### config.mk
export PLATFORM = sky130hd
export DESIGN_NAME = mem_load_unit
export DESIGN_NICKNAME = d
export VERILOG_FILES = /design/src/rtl/mem_load_pkg.sv /design/src/rtl/load_extract.sv /design/src/rtl/mem_load_unit.sv
export SDC_FILE = /design/constraint.sdc
export NUM_CORES = 1
export LEC_CHECK = 0
export CORE_MARGIN = 1
export CORE_UTILIZATION = 45
export CTS_BUF_LIST = sky130_fd_sc_hd__clkbuf_8 sky130_fd_sc_hd__clkbuf_16
export DETAILED_ROUTE_END_ITERATION = 8
export GPL_TIMING_DRIVEN = 0
export PLACE_DENSITY_LB_ADDON = 0.3
export SLEW_MARGIN = 20
export SYNTH_ARGS = -nofsm -noshare
export SYNTH_HDL_FRONTEND = slang
export SYNTH_SLANG_ARGS = --single-unit
### constraint.sdc
create_clock -name clk -period 6.14 [get_ports clk]
set_input_delay 0.614 -clock clk [delete_from_list [all_inputs] [get_ports clk]]
set_output_delay 0.614 -clock clk [all_outputs]
set_load 0.01 [all_outputs]
### src/rtl/mem_load_pkg.sv
// Shared types and helpers for the data-memory load engine.
package mem_load_pkg;

    localparam int unsigned DATA_W = 32;
    localparam int unsigned TYPE_W = 3;
    localparam int unsigned CNT_W  = 3;

    typedef enum logic [TYPE_W-1:0] {
        LW  = 3'b000,
        LH  = 3'b001,
        LHU = 3'b010,
        LB  = 3'b011,
        LBU = 3'b100
    } load_type_e;

    typedef enum logic [2:0] {
        IDLE,
        REQ,
        WAIT,
        CAPT,
        ERR
    } state_e;

    // Unused encodings fold onto LW so downstream logic only sees legal types.
    function automatic load_type_e normalize_type(input logic [TYPE_W-1:0] raw);
        if (raw > TYPE_W'(3'b100)) begin
            return LW;
        end
        return load_type_e'(raw);
    endfunction

    function automatic logic is_misaligned(input load_type_e t, input logic [1:0] a);
        case (t)
            LH, LHU: return a[0];
            LB, LBU: return 1'b0;
            default: return (a != 2'b00);
        endcase
    endfunction

endpackage

### src/rtl/load_extract.sv
// Byte/halfword/word lane selection with sign or zero extension.
module load_extract
    import mem_load_pkg::*;
(
    input  load_type_e        type_i,
    input  logic [1:0]        addr_lo_i,
    input  logic [DATA_W-1:0] data_i,
    output logic [DATA_W-1:0] ext_o
);

    logic [7:0]  byte_sel;
    logic [15:0] half_sel;

    always_comb begin
        byte_sel = data_i[{addr_lo_i, 3'b000} +: 8];
        half_sel = addr_lo_i[1] ? data_i[31:16] : data_i[15:0];
        case (type_i)
            LH:      ext_o = {{16{half_sel[15]}}, half_sel};
            LHU:     ext_o = {16'h0000, half_sel};
            LB:      ext_o = {{24{byte_sel[7]}}, byte_sel};
            LBU:     ext_o = {24'h000000, byte_sel};
            default: ext_o = data_i;
        endcase
    end

endmodule

### src/rtl/mem_load_unit.sv
// Multicycle load engine: one word read per request, fixed memory latency,
// extended result registered into LoadData; misaligned requests are rejected.
module mem_load_unit
    import mem_load_pkg::*;
#(
    parameter int unsigned MEM_LATENCY = 1
)
(
    input  logic              clk,
    input  logic              reset,
    input  logic              Start,
    input  logic [TYPE_W-1:0] LoadType,
    input  logic [DATA_W-1:0] Addr,
    output logic              MemRead,
    output logic [DATA_W-1:0] MemAddr,
    input  logic [DATA_W-1:0] MemData,
    output logic [DATA_W-1:0] LoadData,
    output logic              Done,
    output logic              Busy,
    output logic              AddrError
);

    state_e             state_q, state_d;
    logic [CNT_W-1:0]   cnt_q, cnt_d;
    logic [DATA_W-1:0]  addr_q, addr_d;
    load_type_e         type_q, type_d;
    logic [DATA_W-1:0]  load_q, load_d;
    logic               done_q, done_d;
    logic               err_q, err_d;
    logic               mem_read_q, mem_read_d;
    logic               busy_q, busy_d;
    logic [DATA_W-1:0]  ext_data;

    load_extract u_extract (
        .type_i    (type_q),
        .addr_lo_i (addr_q[1:0]),
        .data_i    (MemData),
        .ext_o     (ext_data)
    );

    always_ff @(posedge clk or posedge reset) begin
        if (reset) begin
            state_q    <= IDLE;
            cnt_q      <= '0;
            addr_q     <= '0;
            type_q     <= LW;
            load_q     <= '0;
            done_q     <= 1'b0;
            err_q      <= 1'b0;
            mem_read_q <= 1'b0;
            busy_q     <= 1'b0;
        end else begin
            state_q    <= state_d;
            cnt_q      <= cnt_d;
            addr_q     <= addr_d;
            type_q     <= type_d;
            load_q     <= load_d;
            done_q     <= done_d;
            err_q      <= err_d;
            mem_read_q <= mem_read_d;
            busy_q     <= busy_d;
        end
    end

    always_comb begin
        state_d = state_q;
        cnt_d   = cnt_q;
        addr_d  = addr_q;
        type_d  = type_q;
        load_d  = load_q;
        done_d  = 1'b0;
        err_d   = 1'b0;

        case (state_q)
            IDLE: begin
                if (Start) begin
                    addr_d = Addr;
                    type_d = normalize_type(LoadType);
                    if (is_misaligned(normalize_type(LoadType), Addr[1:0])) begin
                        state_d = ERR;
                    end else begin
                        state_d = REQ;
                    end
                end
            end
            REQ: begin
                cnt_d   = CNT_W'(MEM_LATENCY - 1);
                state_d = (MEM_LATENCY == 1) ? CAPT : WAIT;
            end
            WAIT: begin
                // Counter value 1 marks the cycle before data arrives.
                if (cnt_q == CNT_W'(1)) begin
                    state_d = CAPT;
                end else begin
                    cnt_d = cnt_q - CNT_W'(1);
                end
            end
            CAPT: begin
                load_d  = ext_data;
                done_d  = 1'b1;
                state_d = IDLE;
            end
            ERR: begin
                err_d   = 1'b1;
                state_d = IDLE;
            end
            default: state_d = IDLE;
        endcase

        // Strobes are registered from the next state so they align with it.
        mem_read_d = (state_d == REQ);
        busy_d     = (state_d != IDLE);
    end

    assign MemRead   = mem_read_q;
    assign MemAddr   = {addr_q[DATA_W-1:2], 2'b00};
    assign LoadData  = load_q;
    assign Done      = done_q;
    assign Busy      = busy_q;
    assign AddrError = err_q;

endmodule
==> results of run 1 <==
-- worst max-delay path by stage --
stage                         endpoint  slack, ns  cells past startpoint
after detailed placement  LoadData[20]       3.82                      7
after global placement    LoadData[17]       2.30                      2
after floorplan              AddrError       3.56                      1
final                     LoadData[20]       4.16                      7
after CTS                  MemAddr[14]       4.16                      2
after global routing      LoadData[20]       4.07                      7
-- synthesized netlist by cell type, types with 6 or more instances --
| cell | instances |
|---|---|
| nor2b_1 | 8 |
| buf_2 | 16 |
| buf_4 | 36 |
| nand2b_1 | 6 |
| o21ai_0 | 20 |
| nand2_1 | 141 |
| clkbuf_1 | 7 |
| o221ai_1 | 13 |
| nor2_1 | 42 |
| a21oi_2 | 10 |
| a22oi_1 | 6 |
| inv_1 | 6 |
| mux2i_1 | 22 |
| a21oi_1 | 19 |
| o21a_1 | 7 |
| dfrtp_1 | 77 |
-- stage by stage --
| step | worst slack, ns | area (sq um) | std cells |
|---|---|---|---|
| after detailed placement | 3.82 | 5730 | 726 |
| final | 4.16 | 5970 | 742 |
| after floorplan | 3.56 | 4220 | 482 |
| after global routing | 4.07 | 5970 | 742 |
| after CTS | 4.16 | 5970 | 742 |
| after global placement | 2.30 | 5700 | 725 |
-- layer usage --
metal	track usage	wire, um
met5	0	0
met3	0.0723	801
met4	0.0608	110
met1	0.283	4660
met2	0.393	5290
-- where the power goes --
group          total [mW]  internal, mW  switching [mW]
clock               0.444         0.253           0.191
sequential          0.874         0.746           0.128
combinational        1.71         0.873           0.834
-- registers in the layout (all words and copies together), names as in the netlist --
| name | cells |
|---|---|
| AddrError | 1 |
| MemRead | 1 |
| cnt_q | 3 |
| addr_q | 32 |
| state_q | 3 |
| type_q | 3 |
| Done | 1 |
| LoadData | 32 |
| Busy | 1 |
-- cell type report --
type                            instances  area, sq um  area share
Timing Repair Buffer                  136         1380       0.231
Clock buffer                           11          151      0.0254
Clock inverter                          5         81.3      0.0136
Tap cell                              108          135      0.0227
Multi-Input combinational cell        336         1860       0.312
Buffer                                 62          404      0.0677
Inverter                                7         28.8     0.00482
Sequential cell                        77         1930       0.323
-- tightest hold or removal path, stage by stage, from the launching register on --
cell	delay, ns
dfrtp_1	0.34
nand2_1	0.05
nand2_1	0.05
-- kinds of logic (layout without fill, tap and decap cells) --
family	count (synthesis)	in the layout	synth area share
flip-flops	77	77	0.457
AND/OR/NAND/NOR	215	215	0.218
AO/OA/AOI/OAI	89	89	0.145
buffers and inverters	69	221	0.102
multiplexers	24	24	0.0582
XOR/XNOR	4	4	0.0128
adder cells (fa/ha/maj)	2	2	0.00594
other	1	2	0.000890
==> run metrics, run 1 <==
# setup viols final=0; die width=98.8 um; port bufs=roughly 140; Post-Syn Instances=just under 500; FF-to-FF setup slack=4.30 ns; clock slew at reported path FFs=0.08 ns; largest area contributor in the netlist=dfrtp_1; vias per inst=between 5 and 6; Hold EP=addr_q[26]; Detailed Place HPWL=8170 um; number of synthesized flops with an enable pin=0; f_max=505 MHz; commonest non-fill, non-tap cell in the layout=nand2_1; worst-path maximum fanout=10; top cells by area, synth=dfrtp_1 (46%), nand2_1 (13%), buf_4 (6.4%); I/O Pins=around 140; initial antenna violation count=0; Core Rows=34; routed wire length=~11000 um; Layout fillers=around 740; Worst-Skew Late Latency=about 0.34 ns; RD Place Congestion=0.876; vias in the first global route=between 3k and 4k; post-CTS setup buffer count=0; worst-case reg-to-reg path depth=6; CTS Buffer Depth=2; required time worst endpoint=between 6 and 7 ns; CTS tree=yes; final hold vios=0; number of distinct library cells after synthesis=between 40 and 50; Total Negative Setup Slacks=0 ns; max-slew violations=0; Vias=about 3.8k; worst path buffer plus inverter count=2; first-pass GRT wire length=about 18000 um; Worst Min Path Start=addr_q[26]; CP arrival=2.20 ns; FFs w/ async S/R, synth=1.00; CTS buffer count=9; Max Cap Viol=0; Pwr Density=507 nW/um^2; CP max stage delay=~0.45 ns; largest net degree at the start of global routing=57; most frequent cells in the layout=nand2_1 (141), clkdlybuf4s50_1 (135), dfrtp_1 (77), nor2_1 (42), buf_4 (36); # diodes=0; register area share after synthesis=0.457; layout cells sized above 1=0.145; HP Class=reg2reg; clock root buffer=clkbuf_8; Placeable Area=a little under 9000 sq um; H-Tree Level Count=3; cell-by-cell trace of the critical path=clkdlybuf4s50_1 -> mux2i_1 -> a21boi_1 -> a311oi_2 -> nor2_4 -> buf_6 -> a21oi_2; Routed WL per cell=between 10 and 15 um; worst hold margin=0.476 ns; headroom to the max-slew limit=0.623; Worst Tran Pin Value=between 0.5 and 0.6 ns; Max VDD drop=approximately 0.23 mV; DRC Markers=0; Final min period=about 2.0 ns; cts repair resizes=0; slowest CP cell=clkdlybuf4s50_1; First-pass DRT Iterations=4; critical path class=in2reg; post-synthesis area per instance=approximately 9 sq um; Crit Reg-Reg Endpoint=LoadData[3]; Synth Register Bits=77; outcome=completed; Final period util=0.323; CP startpoint=MemData[15]; grt total ovfl=0; reg2reg start=type_q[1]; Max Clock Skew=between 0.01 and 0.015 ns; Yosys Warn Count=0; cell family with most CP delay=buffers and inverters; Die Y=98.8 um; fin util=0.671; overall power after layout=about 3 mW; nets=701; Starting Density=0.474; Total Routing Usage GR=0.231; synthesis-to-finish area growth=41.6%; share of the synthesized area in the top cell type=0.457; CP startpoint kind=input port; Critical Path Sink Type=register; TritonCTS Sinks=77; RSZ-0062 raised after global routing=no; hold path cells=2; # hold bufs at CTS=0; full die area=between 9000 and 10000 sq um; synthesized area=4210 sq um; DR iter-0 viols=between 90 and 100; static leakage=approximately 2.7 nW; Top FF cell, synth=dfrtp_1; Final ANT Viol Nets=0
Note: power is estimated with default switching activity, not from simulation.
==> run 2, diff against run 1 <==
- CORE_UTILIZATION: 45 -> 42
- clock period: 6.14 -> 1.81 ns (I/O delays scaled with it)
==> run metrics, run 2 (synthesis gave the netlist of run 1 again) <==
setup ws final=0.0850 ns (-4.07 ns); setup slack at placement=-0.0600 ns (-3.88 ns); die width=102 um (+3.4%); Total Negative Setup Slacks=0 ns (unchanged); largest net degree at the start of global routing=32 (-44%); FF-to-FF setup slack=0.08 ns (-4.22 ns); DRC Markers=0 (unchanged); Final period util=0.953; CP arrival=1.96 ns (-0.24 ns); Final ANT Viol Nets=0 (unchanged); Critical Path Sink Type=register; CP max stage delay=0.33 ns (-0.12 ns); slowest CP cell=dfrtp_1; grt total ovfl=0 (unchanged); clock root buffer=clkbuf_8; logic gate share of total power=0.586 (+0.022); Layout fillers=845 (+15%); max-slew violations=0 (unchanged); clock share of power=0.115 (-0.032); Routed WL per cell=14.4 um (-1.3%); nets=700 (-0.14%); worst-case reg-to-reg path depth=7 (+1); CTS tree=yes; initial antenna violation count=0 (unchanged); # diodes=0 (unchanged); # setup viols final=0 (unchanged); Max VDD drop=0.772 mV (+230%); clock slew at reported path FFs=0.09 ns (about the same); HP Class=in2async; required time worst endpoint=2.05 ns (-4.31 ns); full die area=10400 sq um (+7.0%); Placeable Area=9730 sq um (+9.4%); Worst-Skew Late Latency=0.35 ns (about the same); DR iter-0 viols=104 (+5.1%); f_max=around 580 MHz; CTS buffer count=9 (unchanged); power share of the sequential group=0.299 (+0.010); Cell Area, Placed=5780 sq um (+0.79%); outcome=completed; worst-path maximum fanout=10 (unchanged); sw power=3.98 mW (+240%); fin area=5980 sq um (+0.29%); Crit Reg-Reg Endpoint=LoadData[23]; vias in the first global route=3703 (-3.7%); commonest non-fill, non-tap cell in the layout=nand2_1; Detailed Place HPWL=8440 um (+3.4%); Internal=6.02 mW (+220%); H-Tree Level Count=3 (unchanged); I/O Pins=138 (unchanged); static leakage=2.67 nW (-0.81%); RD Place Congestion=0.843 (-3.7%); synthesis-to-finish area growth=42.0%; Pwr Density=1670 nW/um^2 (+230%); Max Cap Viol=0 (unchanged); most frequent cells in the layout=nand2_1 (141), clkdlybuf4s50_1 (135), dfrtp_1 (77), nor2_1 (41), buf_4 (36); Final min period=roughly 1.7 ns; reg2reg start=addr_q[1]; worst hold margin=0.198 ns (-0.278 ns); Core Rows=36 (+5.9%); routed wire length=11100 um (+1.9%); Total Routing Usage GR=0.221 (-0.0100); TritonCTS Sinks=77 (unchanged); First-pass DRT Iterations=4 (unchanged); first-pass GRT wire length=17800 um (-1.3%); # hold bufs at CTS=0 (unchanged); cell-by-cell trace of the critical path=buf_4 -> mux2i_2 -> a21boi_1 -> a311oi_2 -> nor2_4 -> buf_6 -> a21oi_2; Max Clock Skew=0.0104 ns (-0.00399 ns); CP startpoint=addr_q[1]; Starting Density=0.433 (-0.0408); switch share=0.398 (+0.0166); final hold vios=0 (unchanged); fin util=0.615 (-0.0560); Vias=3826 (+1.7%); vias per inst=4.99 (-1.5%); layout cells sized above 1=0.160 (+0.0144); CTS Buffer Depth=2 (unchanged); CP startpoint kind=register; Die Y=102 um (+3.4%); critical path class=reg2reg; port bufs=135 (unchanged)
## run 2: cell types whose count changed in the layout (fill, tap and decap cells not counted), sizes merged
cell      change
clkbuf        -4
clkinv        +3
clkinvlp      +3
bufinv        -2
inv           -2
buf           +1
## run 2: how the worst max path moves through the flow
stage,endpoint
final,LoadData[23]
after global routing,LoadData[3]
after CTS,LoadData[14]
after detailed placement,LoadData[1]
after global placement,LoadData[11]
after floorplan,LoadData[10]
## run 2: per-stage QoR
step / instances / total power [mW]
after floorplan: 482 / 6.46
after global placement: 750 / 8.60
after detailed placement: 752 / 8.80
after CTS: 768 / 9.99
after global routing: 766 / 10.8
final: 766 / 10.0
## run 2: power groups by stage
stage | sequential [mW] | clock, mW | combinational [mW]
after floorplan | 3.10 | 0 | 3.36
after global placement | 2.96 | 0 | 5.64
after detailed placement | 3.01 | 0 | 5.80
after CTS | 2.98 | 1.17 | 5.84
after global routing | 3.09 | 1.26 | 6.43
final | 2.99 | 1.15 | 5.86
## run 2: what timing repair did
action	4_1_cts	5_1_grt
endpoints found under the setup margin	6	32
gates resized for setup	1	13
buffers inserted	0	0
## run 2: final cells by class
cell class	count	area (sq um)	share of cell area
tap	133	166	0.0278
clock buffer	9	124	0.0207
buffer	60	400	0.0669
timing repair buffer	137	1390	0.233
multi-input combinational	336	1900	0.318
sequential	77	1930	0.322
clock inverter	7	42.5	0.00711
inverter	7	30.0	0.00502
## run 2: worst max-delay path: cells and delay by family (launching register included)
family | cells | cell delay, ns
muxes | 1 | 0.33
buffers and inverters | 2 | 0.37
and+or+nand+nor | 1 | 0.20
DFF | 1 | 0.33
AOI/OAI and AO/OA | 3 | 0.39
## run 2: metal layers
| layer | track usage | up-vias | wire, um |
|---|---|---|---|
| li1 | - | 1861 | - |
| met1 | 0.278 | 1803 | 4810 |
| met2 | 0.370 | 138 | 5190 |
| met3 | 0.0547 | 24 | 804 |
| met4 | 0.0758 | 0 | 256 |
| met5 | 0 | - | 0 |
